`src/rtl/safe_vault_pkg.sv`:
```
// Shared types and defaults for the safe vault keypad front end.
package safe_vault_pkg;

    typedef enum logic [2:0] {
        IDLE,
        COLLECT,
        FULL,
        SEND,
        HOLD
    } entry_state_t;

    localparam int PSW_W       = 16;
    localparam int DIGITS_DEF  = PSW_W / 4;
    localparam int TIMEOUT_DEF = 5;   // matches the vault countdown window
    localparam int HOLD_DEF    = 4;

endpackage

```
`src/rtl/keypad_entry_tick_counter.sv`:
```
// Loadable saturating up-counter; term flags the enabled step that reaches LIMIT.
module tick_counter #(
    parameter int LIMIT = 5,
    parameter int W     = $clog2(LIMIT + 1)
) (
    input  logic         clk,
    input  logic         reset_n,
    input  logic         clear,
    input  logic         load,
    input  logic [W-1:0] load_val,
    input  logic         enable,
    output logic         term
);

    localparam logic [W-1:0] LAST = W'(LIMIT - 1);
    localparam logic [W-1:0] TOP  = W'(LIMIT);

    logic [W-1:0] count;

    always_ff @(posedge clk or negedge reset_n) begin
        if (!reset_n) begin
            count <= '0;
        end else if (clear) begin
            count <= '0;
        end else if (load) begin
            count <= load_val;
        end else if (enable && count != TOP) begin
            count <= count + W'(1);
        end
    end

    // Flag is combinational so the owner can act on the same edge the limit is hit.
    assign term = enable && (count == LAST);

endmodule

```
`src/rtl/keypad_entry.sv`:
```
// Keypad front end: assembles hex digits into a passcode, strobes it out, and
// aborts the attempt after a period of inactivity.
module keypad_entry
    import safe_vault_pkg::*;
#(
    parameter int DIGITS    = DIGITS_DEF,
    parameter int TIMEOUT_S = TIMEOUT_DEF,
    parameter int HOLD_CYC  = HOLD_DEF
) (
    input  logic                clk,
    input  logic                reset_n,
    input  logic                key_valid,
    input  logic [3:0]          key_code,
    input  logic                key_clear,
    input  logic                key_enter,
    input  logic                sec_tick,
    output logic [4*DIGITS-1:0] passcode,
    output logic                Enter_PSW,
    output logic                CT_DN,
    output logic [2:0]          digit_cnt,
    output logic                busy,
    output logic                reject,
    output logic                abort
);

    localparam int         PW       = 4 * DIGITS;
    localparam logic [2:0] CNT_FULL = 3'(DIGITS);

    entry_state_t state, state_nxt;

    logic [PW-1:0] passcode_nxt, shifted;
    logic [2:0]    cnt_nxt;
    logic          enter_nxt, ct_dn_nxt, reject_nxt, abort_nxt, busy_nxt;
    logic          in_entry, key_taken, tmo_en, tmo_clear, timed_out;
    logic          hold_en, hold_clear, hold_done;

    // Any key that wins arbitration in an entry state restarts the inactivity window.
    assign in_entry   = (state == COLLECT) || (state == FULL);
    assign key_taken  = key_clear || key_enter || (key_valid && state == COLLECT);
    assign tmo_en     = in_entry && sec_tick && !key_taken;
    assign tmo_clear  = !in_entry || key_taken;
    assign hold_en    = (state == HOLD);
    assign hold_clear = !hold_en;
    assign shifted    = (passcode << 4) | PW'(key_code);

    tick_counter #(.LIMIT(TIMEOUT_S)) u_timeout (
        .clk      (clk),
        .reset_n  (reset_n),
        .clear    (tmo_clear),
        .load     (1'b0),
        .load_val ('0),
        .enable   (tmo_en),
        .term     (timed_out)
    );

    tick_counter #(.LIMIT(HOLD_CYC)) u_hold (
        .clk      (clk),
        .reset_n  (reset_n),
        .clear    (hold_clear),
        .load     (1'b0),
        .load_val ('0),
        .enable   (hold_en),
        .term     (hold_done)
    );

    always_ff @(posedge clk or negedge reset_n) begin
        if (!reset_n) begin
            state     <= IDLE;
            passcode  <= '0;
            digit_cnt <= '0;
            Enter_PSW <= 1'b0;
            CT_DN     <= 1'b0;
            busy      <= 1'b0;
            reject    <= 1'b0;
            abort     <= 1'b0;
        end else begin
            state     <= state_nxt;
            passcode  <= passcode_nxt;
            digit_cnt <= cnt_nxt;
            Enter_PSW <= enter_nxt;
            CT_DN     <= ct_dn_nxt;
            busy      <= busy_nxt;
            reject    <= reject_nxt;
            abort     <= abort_nxt;
        end
    end

    always_comb begin
        state_nxt = state;
        case (state)
            IDLE: begin
                if (key_valid) state_nxt = (CNT_FULL == 3'd1) ? FULL : COLLECT;
            end
            COLLECT: begin
                if (key_clear)                            state_nxt = IDLE;
                else if (key_enter)                       state_nxt = COLLECT;
                else if (key_valid)                       state_nxt = (digit_cnt + 3'd1 == CNT_FULL) ? FULL : COLLECT;
                else if (timed_out)                       state_nxt = IDLE;
            end
            FULL: begin
                if (key_clear)      state_nxt = IDLE;
                else if (key_enter) state_nxt = SEND;
                else if (timed_out) state_nxt = IDLE;
            end
            SEND:    state_nxt = HOLD;
            HOLD:    if (hold_done) state_nxt = IDLE;
            default: state_nxt = IDLE;
        endcase
    end

    always_comb begin
        passcode_nxt = passcode;
        cnt_nxt      = digit_cnt;
        enter_nxt    = 1'b0;
        ct_dn_nxt    = 1'b0;
        reject_nxt   = 1'b0;
        abort_nxt    = 1'b0;
        busy_nxt     = (state_nxt != IDLE);
        case (state)
            IDLE: begin
                if (key_valid) begin
                    passcode_nxt = shifted;
                    cnt_nxt      = 3'd1;
                    ct_dn_nxt    = 1'b1;
                end
            end
            COLLECT: begin
                if (key_clear) begin
                    passcode_nxt = '0;
                    cnt_nxt      = '0;
                end else if (key_enter) begin
                    reject_nxt = 1'b1;
                end else if (key_valid) begin
                    passcode_nxt = shifted;
                    cnt_nxt      = digit_cnt + 3'd1;
                end else if (timed_out) begin
                    passcode_nxt = '0;
                    cnt_nxt      = '0;
                    abort_nxt    = 1'b1;
                end
            end
            FULL: begin
                if (key_clear) begin
                    passcode_nxt = '0;
                    cnt_nxt      = '0;
                end else if (key_enter) begin
                    enter_nxt = 1'b1;
                end else if (timed_out) begin
                    passcode_nxt = '0;
                    cnt_nxt      = '0;
                    abort_nxt    = 1'b1;
                end
            end
            HOLD: begin
                if (hold_done) begin
                    passcode_nxt = '0;
                    cnt_nxt      = '0;
                end
            end
            default: ;
        endcase
    end

endmodule

```
`config.mk`:
```
export PLATFORM = sky130hd
export DESIGN_NAME = keypad_entry
export DESIGN_NICKNAME = d
export VERILOG_FILES = /design/src/rtl/safe_vault_pkg.sv /design/src/rtl/keypad_entry_tick_counter.sv /design/src/rtl/keypad_entry.sv
export SDC_FILE = /design/constraint.sdc
export NUM_CORES = 1
export LEC_CHECK = 0
export ABC_AREA = 1
export BUFFER_PORTS_ARGS = -buffer_cell sky130_fd_sc_hd__buf_4
export CAP_MARGIN = 20
export CORE_MARGIN = 2
export CORE_UTILIZATION = 51
export CTS_CLUSTER_DIAMETER = 50
export DETAILED_ROUTE_END_ITERATION = 7
export GPL_ROUTABILITY_DRIVEN = 0
export PLACE_DENSITY = 0.76
export SETUP_SLACK_MARGIN = 0.1
export SKIP_CTS_REPAIR_TIMING = 1
export SLEW_MARGIN = 0
export SYNTH_ARGS = -nofsm -noshare
export SYNTH_HDL_FRONTEND = slang
export SYNTH_SLANG_ARGS = --single-unit
```
`constraint.sdc`:
```
create_clock -name clk -period 1.6 [get_ports clk]
set_input_delay 0.32 -clock clk [delete_from_list [all_inputs] [get_ports clk]]
set_output_delay 0.32 -clock clk [all_outputs]
set_load 0.05 [all_outputs]
```
Word level (Yosys, flattened, before mapping)

Index checks and enable logic that the tools add are counted.

Register bits after elaboration: 33
Latch bits: 0
Bits in writable memories: 0
ROM bits: 0
Output and inout port bits: 24
Logic and storage cells: 91
Memories: 0

Add/subtract/negate cells: 3
Multiply operators: 0
Div/mod/pow operators: 0
Order comparisons: 0
Equal/unequal tests: 14
Shift operators: 0
Muxes and demuxes: 45
Bitwise gates (word level): 1
Reduce and logical (&&, ||, !) cells: 18

Operator list:

| cell                | number |
|---|---|
| $mux 16             | 8 |
| $pmux 16 s4         | 1 |
| $mux 3              | 20 |
| $or 16x4->16        | 1 |
| $pmux 3 s5          | 1 |
| $mux 1              | 12 |
| $ne 3x3->1 const B  | 4 |
| $pmux 3 s4          | 1 |
| $add 3x1->3 const B | 3 |
| $eq 3x2->1 const B  | 3 |
| $eq 3x3->1 const B  | 3 |
| $logic_and 1x1->1   | 7 |
| $ne 2x2->1 const B  | 3 |
| $reduce_and 5->1    | 1 |
| $logic_or 1x1->1    | 4 |
| $reduce_bool 4->1   | 1 |
| $eq 3x1->1 const B  | 1 |
| $logic_not 3->1     | 1 |
| $reduce_bool 3->1   | 1 |
| $logic_not 1->1     | 2 |
| $mux 2              | 1 |
| $pmux 1 s2          | 1 |
| $reduce_bool 2->1   | 1 |

Depth between registers and ports, before layout

Word-level depth: 12
Gate-level depth with buffers: 11

By module

Synthesis repeated with hierarchy kept, for this count alone.

Cell total of the unflattened synthesis: 428
Area, all modules: 2586.2 µm²

By module, submodules not included:

| module                   | times used | cells each | area an instance (µm²) | seq. area each (µm²) |
|---|---|---|---|---|
| keypad_entry             | 1          | 358        | 2115.8                 | 675.6 |
| tick_counter (u_timeout) | 1          | 37         | 239.0                  | 75.1 |
| tick_counter (u_hold)    | 1          | 33         | 231.5                  | 75.1 |

Worst setup path before layout

No wires, ideal clock.

Path type: flip-flop to flip-flop
Start point: register digit_cnt[0]
End point: register busy
Setup time: 0.125 ns
Arrival time: 1.499 ns
Required time: 1.475 ns
Path slack: -0.024 ns
Stages on the path, launching flop included: 11
Period minus slack after synthesis: 1.624 ns
Path through: dfrtp_1 ha_1 inv_1 nand2_1 nand3_1 nor2_1 nor2_1 nand3_1 nand2_2 nor2_1 nand3_1

Longest elaborated chain between the ends: 8

Ends and longest elaborated chain:

| what                     | RTL line            | RTL |
|---|---|---|
| start: declaration       | keypad_entry.sv:20  | `output logic [2:0] digit_cnt,` |
| start signal: assignment | keypad_entry.sv:79  | `digit_cnt <= cnt_nxt;` |
| $add 3x1->3              | keypad_entry.sv:97  | `else if (key_valid) state_nxt = (digit_cnt + 3'd1 == CNT_FULL) ? FULL : COLLECT;` |
| $eq 3x3->1               | keypad_entry.sv:97  |  |
| $mux 2                   | keypad_entry.sv:97  |  |
| $mux 3                   | keypad_entry.sv:97  |  |
| $mux 3                   | keypad_entry.sv:96  | `else if (key_enter) state_nxt = COLLECT;` |
| $mux 3                   | keypad_entry.sv:95  | `if (key_clear) state_nxt = IDLE;` |
| $pmux 3 s5               | keypad_entry.sv:90  | `case (state)` |
| named net state_nxt[0]   | keypad_entry.sv:29  | `entry_state_t state, state_nxt;` |
| $reduce_bool 3->1        | keypad_entry.sv:118 | `busy_nxt = (state_nxt != IDLE);` |
| named net busy_nxt       | keypad_entry.sv:33  | `logic enter_nxt, ct_dn_nxt, reject_nxt, abort_nxt, busy_nxt;` |
| end signal: assignment   | keypad_entry.sv:82  | `busy <= busy_nxt;` |
| end: declaration         | keypad_entry.sv:21  | `output logic busy,` |

The timed path passes the listed nets, and every way through them passes these cells.
A chain may end at the register's enable or synchronous reset.

Final worst setup path

Start point: register state[1]
End point: register passcode[5]

Longest elaborated chain between the ends: 11

Ends and longest elaborated chain:

| what                     | RTL line                                                    | RTL |
|---|---|---|
| start: declaration       | keypad_entry.sv:29                                          |  |
| start signal: assignment | keypad_entry.sv:77                                          | `state <= state_nxt;` |
| $eq 3x1->1               | keypad_entry.sv:38, keypad_entry.sv:39, keypad_entry.sv:119 |  |
| $logic_and 1x1->1        | keypad_entry.sv:39                                          | `assign key_taken = key_clear \|\| key_enter \|\| (key_valid && state == COLLECT);` |
| $logic_or 1x1->1         | keypad_entry.sv:39                                          |  |
| $logic_not 1->1          | keypad_entry.sv:40                                          | `assign tmo_en = in_entry && sec_tick && !key_taken;` |
| $logic_and 1x1->1        | keypad_entry.sv:40                                          |  |
| $logic_and 1x1->1        | keypad_entry_tick_counter.sv:33                             | `assign term = enable && (count == LAST);` |
| $mux 16 (4 in series)    | n/a                                                         |  |
| $pmux 16 s4              | keypad_entry.sv:119                                         | `case (state)` |
| end signal: assignment   | keypad_entry.sv:78                                          | `passcode <= passcode_nxt;` |
| end: declaration         | keypad_entry.sv:17                                          | `output logic [4*DIGITS-1:0] passcode,` |

Several ways; a longest one is shown, not always the timed one. The select of a mux whose other input is x is not followed.

==> summary.txt <==
TritonCTS clock tree - yes
Cells after synthesis - 339
First-pass DRT Iterations - 5
Register-to-register setup slack - -70 ps
Syn Area/Cell - 6.63 µm²
Dpl cells - 434
Total stage count of the critical path - 10
Worst hold slack - -26.8 ps
Crit end category - flip-flop
Die height - 70.4 µm
Post-synthesis cell area - 2250 µm²
Reg-to-Reg End - passcode[5]
DIE WIDTH - 70.4 µm
Share of post-route cells with drive strength above 1 - 36.2%
Hpwl dp - 4.01 mm
Root buffer cell - clkbuf_8
First-pass GRT wire length - 9.91 mm
Outcome - complete, but fails checks
Htree depth - 2
Clock Latency Late Sink - 290 ps
Violated checks - hold timing, setup timing
GRT Total Usage - 24.9%
Via density - 5.44
Initial core utilization - 52.3%
Critical path endpoint - passcode[5]
Synth area leaders - dfrtp_1 37%, nand2_1 16%, nor2_1 12%
Rel. slew slack - 70.1%
Reg-to-Reg Start - state[1]
Reg area - 831 µm²
FFs w/ async S/R, synth - 100%
Power Density - 1910 nW/µm²
Static Leakage - 1.56 nW
CP cell instances - inv_2 > nand4_1 > nand2_2 > nor2_4 > nand2_4 > clkbuf_16 > nand2_2 > nand2_1 > nand2_1 > a21oi_2
CTS buffer count - 5
DR iter-0 viols - 233
Core Region - 4290 µm²
Rows - 24
Crit path DAT - 1900 ps
Synth area leader - dfrtp_1
DRC viols - 0
Critical-path top delay cell - dfrtp_2
Final wirelength - 6.69 mm
Worst Hold Class - input port to async pin
Worst Max-Slew Pin Slew - 449 ps
Initial antenna violation count - 0
Max Slew Vio Count - 0
RSZ-0062 raised after global routing - yes
CP bufs+invs - 2
List of most frequent post-synthesis cells - 97 x nand2_1, 71 x nor2_1, 33 x a21oi_1, 33 x dfrtp_1, 32 x inv_1
EDFF count, synth - 0
Via Count - 2463
CP delay by family, top - simple AND/OR/NAND/NOR gates
Fillers - 347
Final hold vios - 33
Clk_skew - 9.98 ps
Die area - 4950 µm²
Crit path kind - flip-flop to flip-flop
Endpoints failing setup - 15
# port buffers - 33
Dominant synthesized flop cell - dfrtp_1
GR Overflow Total - 0
Worst reg-to-reg path cell count - 10
Post-synth top area share - 36.8%
Critical Path RT - 1820 ps
Ports - 34
Area delta synth->final - 38.6%
Longest Clk Path Bufs - 2
Clk slew on worst S/H paths - 70 ps
Clock period minus worst slack - 1670 ps
Max Cap Viol - 0
CTS sink cnt - 33
Yosys reg bits - 33
Setup WS post-layout - -73.8 ps
Yosys warning count - 0
Diode count - 0
Antenna Nets Post-Route - 0
Largest net degree at the start of global routing - 34
Total power - 5.96 mW
Final Non-Filler Cells - 453
Count leader, synth - nand2_1
Max Freq - 597 MHz
Vias in the first global route - 2236
Max incr delay on CP - 470 ps
CP startpoint - state[1]
Count of different cell masters after synthesis - 25
Wire per inst - 14.8 µm
Crit-path max FO - 6
Peak supply drop - 1.12 mV
Fin crit share - 105%
Multi-input gate area - 1410 µm²
Final layout net count - 418
Crit start category - flip-flop
Synth Net Count - 357
Seq/Total Area, Yosys - 36.8%
## worst reg2reg max path, stage by stage, from the launching register on
cell and delay [ps]:
dfrtp_2 470, inv_2 110, nand4_1 210, nand2_2 180
nor2_4 60, nand2_4 120, clkbuf_16 170, nand2_2 40
nand2_1 70, nand2_1 70, a21oi_2 110
## cells in the final DEF, fill, tap and decap left out
master,Yosys,final
nand2_1,97,76
nor2_1,71,64
buf_4,1,55
dfrtp_1,33,29
inv_1,32,29
nand2_2,5,22
a21oi_1,33,22
a21oi_2,0,11
nand3_1,11,10
o21ai_1,0,7
ha_1,8,7
nand2_4,1,6
nor2_2,2,6
clkbuf_8,0,6
buf_6,5,5
inv_2,4,4
nor3_1,5,4
o21ai_2,1,4
a22oi_2,0,4
dfrtp_2,0,4
buf_12,0,4
inv_4,0,3
nor2_4,0,3
nand3_4,0,2
nor3_2,1,2
o21ai_0,12,2
clkbuf_1,2,2
nand4_1,1,1
o22ai_1,1,1
or2_2,1,1
nand3_2,2,1
o31ai_1,1,1
a22oi_1,5,1
ha_2,0,1
clkbuf_16,0,1
## registers in the layout, indices dropped and copies added (netlist names)
| register | count |
|---|---|
| passcode | 16 |
| Enter_PSW | 1 |
| reject | 1 |
| digit_cnt | 3 |
| abort | 1 |
| u_hold.count | 3 |
| busy | 1 |
| u_timeout.count | 3 |
| CT_DN | 1 |
| state | 3 |
## where the power goes
| part | switching, mW | total, mW | internal (mW) |
|---|---|---|---|
| Clock | 0.319 | 0.670 | 0.351 |
| Sequential | 0.339 | 1.44 | 1.10 |
| Combinational | 2.42 | 3.85 | 1.42 |
## final cells by class
type                       count  share of cell area, %
clock buffer                   8                   2.89
sequential                    33                   26.7
inverter                      36                   4.58
tap                           52                   2.09
timing repair buffer          65                   18.4
multi-input combinational    259                   45.3
## cell families after synthesis
logic type | share of synthesized area (%)
buf+inv | 10.1
fa+ha+maj | 4.46
simple gates | 36.0
flops | 36.8
compound gates | 12.7
## routing by layer
layer / global-route usage, % / part of all wire [%] / up-vias
met4: 8.76 / 1.3 / 0
li1: - / - / 1196
met5: 0 / 0 / -
met2: 39.8 / 51 / 95
met3: 4.33 / 5.5 / 10
met1: 33.8 / 42 / 1162
## through the flow
stage	worst slack (ps)	TNS, ps	utilization [%]	area [µm²]
final	-73.8	-493	72.5	3110
after floorplan	104	0	-	2270
after global placement	3.89	0	62.9	2700
after global routing	-136	-1690	72.5	3110
after CTS	-38.3	-193	65.0	2790
after detailed placement	-19.9	-101	62.9	2700
## worst min path at each step
stage,from,endpoint,cells after the start
finish,reset_n,passcode[4],1
global route,reset_n,passcode[4],1
CTS,reset_n,digit_cnt[2],1
detailed placement,reset_n,passcode[2],1
global placement,reset_n,passcode[2],1
floorplan,reset_n,CT_DN,0
No activity file was read; power rests on OpenSTA's default activity.
